$ cat src/rtl/key_event_queue.sv
// Key-press event FIFO fed by a held-key code; turns level codes into discrete press events.
// Define KEY_EVENT_QUEUE_REPEAT_EN to add typematic auto-repeat for a held key.
module key_event_queue #(
    parameter int DEPTH        = 8,
    parameter int REPEAT_DELAY = 25000000,
    parameter int REPEAT_RATE  = 5000000
) (
    input  logic                     clock,
    input  logic                     reset,
    input  logic [4:0]               keycode_in,
    output logic                     evt_valid,
    input  logic                     evt_ready,
    output logic [4:0]               evt_code,
    output logic [$clog2(DEPTH):0]   evt_count,
    output logic                     overflow,
    input  logic                     overflow_clr
);

    localparam int PTR_W = $clog2(DEPTH);
    localparam int CNT_W = PTR_W + 1;

    logic [4:0]       mem_q [DEPTH];
    logic [PTR_W-1:0] wr_ptr_q, wr_ptr_d;
    logic [PTR_W-1:0] rd_ptr_q, rd_ptr_d;
    logic [CNT_W-1:0] count_q, count_d;
    logic [4:0]       prev_code_q, prev_code_d;
    logic [4:0]       evt_code_q, evt_code_d;
    logic             evt_valid_q, evt_valid_d;
    logic             overflow_q, overflow_d;

    logic [4:0] k;
    logic       press;
    logic       rpt_push;
    logic       push_req;
    logic       push_ok;
    logic       pop;
    logic       full;
    logic [4:0] head_d;

    always_comb begin
        k           = (keycode_in > 5'd14) ? 5'd0 : keycode_in;
        press       = (k != 5'd0) && (k != prev_code_q);
        prev_code_d = k;
    end

`ifdef KEY_EVENT_QUEUE_REPEAT_EN
    localparam int RPT_MAX = (REPEAT_DELAY > REPEAT_RATE) ? REPEAT_DELAY : REPEAT_RATE;
    localparam int RPT_W   = (RPT_MAX > 1) ? $clog2(RPT_MAX) : 1;
    localparam logic [RPT_W-1:0] DLY_LAST  = RPT_W'(REPEAT_DELAY - 1);
    localparam logic [RPT_W-1:0] RATE_LAST = RPT_W'(REPEAT_RATE - 1);

    logic [RPT_W-1:0] rpt_cnt_q, rpt_cnt_d;
    logic             rpt_first_q, rpt_first_d;

    // rpt_first selects the long initial delay until the first repeat has fired
    always_comb begin
        rpt_push    = 1'b0;
        rpt_cnt_d   = rpt_cnt_q;
        rpt_first_d = rpt_first_q;
        if ((k == 5'd0) || press) begin
            rpt_cnt_d   = '0;
            rpt_first_d = 1'b1;
        end else if (rpt_cnt_q == (rpt_first_q ? DLY_LAST : RATE_LAST)) begin
            rpt_push    = 1'b1;
            rpt_cnt_d   = '0;
            rpt_first_d = 1'b0;
        end else begin
            rpt_cnt_d = rpt_cnt_q + RPT_W'(1);
        end
    end

    always_ff @(posedge clock) begin
        if (!reset) begin
            rpt_cnt_q   <= '0;
            rpt_first_q <= 1'b1;
        end else begin
            rpt_cnt_q   <= rpt_cnt_d;
            rpt_first_q <= rpt_first_d;
        end
    end
`else
    assign rpt_push = 1'b0;
`endif

    always_comb begin
        pop      = evt_valid_q & evt_ready;
        push_req = press | rpt_push;
        full     = (count_q == CNT_W'(DEPTH));
        push_ok  = push_req && (!full || pop);

        wr_ptr_d = wr_ptr_q + (push_ok ? PTR_W'(1) : PTR_W'(0));
        rd_ptr_d = rd_ptr_q + (pop ? PTR_W'(1) : PTR_W'(0));

        count_d = count_q;
        if (push_ok && !pop)
            count_d = count_q + CNT_W'(1);
        else if (!push_ok && pop)
            count_d = count_q - CNT_W'(1);

        if (push_req && !push_ok)
            overflow_d = 1'b1;
        else if (overflow_clr)
            overflow_d = 1'b0;
        else
            overflow_d = overflow_q;

        // The new head may be the entry being written this very cycle
        if (push_ok && (wr_ptr_q == rd_ptr_d))
            head_d = k;
        else
            head_d = mem_q[rd_ptr_d];

        evt_valid_d = (count_d != '0);
        evt_code_d  = evt_valid_d ? head_d : 5'd0;
    end

    always_ff @(posedge clock) begin
        if (push_ok)
            mem_q[wr_ptr_q] <= k;
    end

    always_ff @(posedge clock) begin
        if (!reset) begin
            wr_ptr_q    <= '0;
            rd_ptr_q    <= '0;
            count_q     <= '0;
            prev_code_q <= 5'd0;
            evt_code_q  <= 5'd0;
            evt_valid_q <= 1'b0;
            overflow_q  <= 1'b0;
        end else begin
            wr_ptr_q    <= wr_ptr_d;
            rd_ptr_q    <= rd_ptr_d;
            count_q     <= count_d;
            prev_code_q <= prev_code_d;
            evt_code_q  <= evt_code_d;
            evt_valid_q <= evt_valid_d;
            overflow_q  <= overflow_d;
        end
    end

    assign evt_valid = evt_valid_q;
    assign evt_code  = evt_code_q;
    assign evt_count = count_q;
    assign overflow  = overflow_q;

endmodule
$ cat config.mk
export PLATFORM = sky130hd
export DESIGN_NAME = key_event_queue
export DESIGN_NICKNAME = d
export VERILOG_FILES = /design/src/rtl/key_event_queue.sv
export SDC_FILE = /design/constraint.sdc
export NUM_CORES = 1
export LEC_CHECK = 0
export BUFFER_PORTS_ARGS = -buffer_cell sky130_fd_sc_hd__clkbuf_2
export CORE_MARGIN = 3
export CORE_UTILIZATION = 65
export CTS_BUF_LIST = sky130_fd_sc_hd__clkbuf_8
export DETAILED_ROUTE_END_ITERATION = 6
export GPL_ROUTABILITY_DRIVEN = 0
export PLACE_DENSITY = 0.9
export SYNTH_ARGS = -nofsm -noshare
export SYNTH_HDL_FRONTEND = slang
export SYNTH_SLANG_ARGS = --single-unit
export TNS_END_PERCENT = 20
$ cat constraint.sdc
create_clock -name clock -period 6.9 [get_ports clock]
set_input_delay 2.07 -clock clock [delete_from_list [all_inputs] [get_ports clock]]
set_output_delay 2.07 -clock clock [all_outputs]
set_load 0.01 [all_outputs]
==> results.yml <==
critical_path:
  worstSetupPathType: "in -> reg"
  slowest_delay_ns: 0.69
  crit_buf_inv: 2
  r2r_setup_slack_ns: 3.70
  path_max_fanout: 11
  crit_path_start: "evt_ready"
  critPathRequiredTime_ns: 7.11
  crit_path_start_kind: "input pin"
  crit_path_top_delay_cell: "xor2_1"
  r2r_start: "evt_valid$_SDFF_PN0_"
  cpLargestDelayFamily: "simple AND/OR/NAND/NOR gates"
  crit_chain: "clkbuf_2 -> nand2_1 -> inv_1 -> ha_1 -> ha_1 -> xor2_1 -> xor2_1 -> nor3_1 -> nand3_1 -> a2111oi_1"
  end_kind: "flip-flop"
  critical_path_arrival_ns: 4.89
yosys:
  postSynth.asyncResetShare: 0
  netlist_area_um2: 2790
  synth.distinct_cells: 48
  synth-seq-cells: 62
  synth_edf_count: 40
  ys.flop_type: "edfxtp_1"
  synth_area_leader_cell: "edfxtp_1"
  yosysWarningCount: 0
  synth-seq-area-share: 0.588
  synth.area.top_cells: "edfxtp_1 43%, dfxtp_1 16%, mux4_2 8.1%"
  syn-instance-count: 209
  avgSynthCellArea_um2: 13.4
  yosys.area.top_type_share: 0.430
timing:
  setup_slack_ns: 2.22
  finalSetupTns_ns: 0
  finalSetupViolCount: 0
  finalHoldViolations: 0
  period_needed_ns: 4.68
  holdWs_ns: 0.488
  max_freq_ghz: 0.214
  min_period_over_period: 0.678
  final.setup_skew_ns: 0.00684
  rsz0062_at_grt: "false"
  drv_slew: 0
  worst_pin_slew_ns: 0.898
  max_slew_margin: 0.400
grt:
  grt_max_degree: 14
  antenna_found_initial: 0
  grt_pass1_vias: 1684
  grt_pass1_wl_um: 8590
  track_usage: 0.233
  globalRouteOverflowTotal: 0
final_layout:
  stdcell_count: 295
  final_cell_mix: "40 x edfxtp_1, 22 x dfxtp_1, 20 x nor2_1, 20 x clkbuf_2"
  syn2layout_area_growth_pct: 11.7
  drive_gt1_frac: 0.216
  antenna_cells: 0
  nNetsFinal: 255
  final_common_cell: "edfxtp_1"
pwr:
  sequentialPowerShare: 0.465
  ir_worst_vdd_uv: 181
  leakagePower_uw: 0.00118
  combPwrFrac: 0.265
  p_sw_uw: 302
  clock_power_share: 0.269
  p_int_uw: 673
  p_per_area_nw_per_um2: 312
  swShare: 0.310
clock_tree:
  cts.path.max_buffers: 2
  clkTransAtPathRegs_ns: 0.07
  post_cts_buffers: 0
  cts-buffers-inserted: 9
  hold_buffers: 0
  htree_num_levels: 3
  cts_tree: "done"
  clock-sinks: 62
  cts-root-buf: "clkbuf_8"
  cts_resized: 0
  worstSkewPairLatency_ns: 0.34
floorplan:
  ioPinCount: 20
  initial_utilization: 0.684
  dieArea_um2: 5120
  rows: 23
  die_h_um: 71.6
  die_w_um: 71.6
  coreArea_um2: 4090
place:
  numPortBuffers: 19
  dp.cells: 278
  dp_hpwl_um: 3750
  place_ws_ns: 1.94
routing:
  wl_per_cell_um: 18.3
  drt_iter0_drc: 184
  drc: 0
  wl_um: 5410
  first_pass_iters: 6
  via_count: 1812
  drtAntennaViolNets: 0
  viasPerCell: 6.14
status:
  status: "finished clean"
hold_path:
  hp-start: "overflow$_SDFFE_PN0P_"
  hp-class: "reg -> reg"
job:
  maxCapViolations: 0
==> tightest hold or removal path, cell delays in order, from the launching register on <==
cell and delay, ns:
dfxtp_1 0.31, nand2b_1 0.07, a21oi_1 0.06
==> power groups by stage <==
stage	clock [µW]	combinational, µW	sequential (µW)
after floorplan	0	183	464
after global placement	0	249	459
after detailed placement	0	255	461
after CTS	268	258	453
after global routing	288	281	457
final	263	259	454
==> through the flow <==
step | cell area, µm² | utilization | total power [µW]
after CTS | 3120 | 0.763 | 979
final | 3120 | 0.764 | 975
after global placement | 2950 | 0.722 | 708
after detailed placement | 2950 | 0.722 | 716
after floorplan | 2820 | - | 648
after global routing | 3120 | 0.764 | 1030
==> flip-flops by register name, summed over array words and instances, names as in the netlist <==
register	cells
evt_code	5
evt_count	4
evt_valid	1
mem_q	40
overflow	1
prev_code_q	5
rd_ptr_q	3
wr_ptr_q	3
==> logic make-up (layout without fill, tap and decap cells) <==
logic type,count (synthesis),in the layout,share of synthesized area
AND/OR/NAND/NOR,65,65,0.122
flip-flops,62,62,0.588
AO/OA/AOI/OAI,34,34,0.115
buffers and inverters,19,47,0.0269
multiplexers,15,15,0.0985
XOR/XNOR,7,7,0.0219
adder cells (fa/ha/maj),6,6,0.0269
other,1,9,0.00134
==> synth_stat cells, types with 2 or more instances <==
cell type  number
and3_1          3
xnor2_1         3
a21oi_1         5
nand3_1         5
buf_1           3
ha_1            6
o211ai_1        2
edfxtp_1       40
buf_2           3
nor3_1          4
o41a_1          2
a2111oi_1       5
o21ai_0         2
and3b_1         4
nand2b_1        2
a311oi_1        2
mux2i_1         5
mux4_2         10
inv_1           9
nor3b_1         3
dfxtp_1        22
nand2_1        10
xor2_1          4
nor2_1         20
and2_1         10
clkbuf_1        3
==> layer usage <==
metal / up-vias / GRT usage / routed length, µm
li1: 846 / - / -
met1: 868 / 0.311 / 2280
met2: 85 / 0.363 / 2650
met3: 13 / 0.0645 / 359
met4: 0 / 0.0939 / 119
met5: - / 0 / 0
==> worst paths after layout <==
path                                  to  depth (start not counted)
setup / recovery  evt_code[0]$_SDFF_PN0_                         10
setup reg to reg  evt_code[0]$_SDFF_PN0_                          9
hold / removal     overflow$_SDFFE_PN0P_                          2
hold reg to reg    overflow$_SDFFE_PN0P_                          2
==> area by class of cell <==
class,instances,area (µm²)
clock buffer,9,124
inverter,10,37.5
sequential,62,1640
timing repair buffer,21,108
tap,50,62.6
multi-input combinational,136,1110
fill,269,965
clock inverter,7,41.3
No activity file was read; power rests on OpenSTA's default activity.
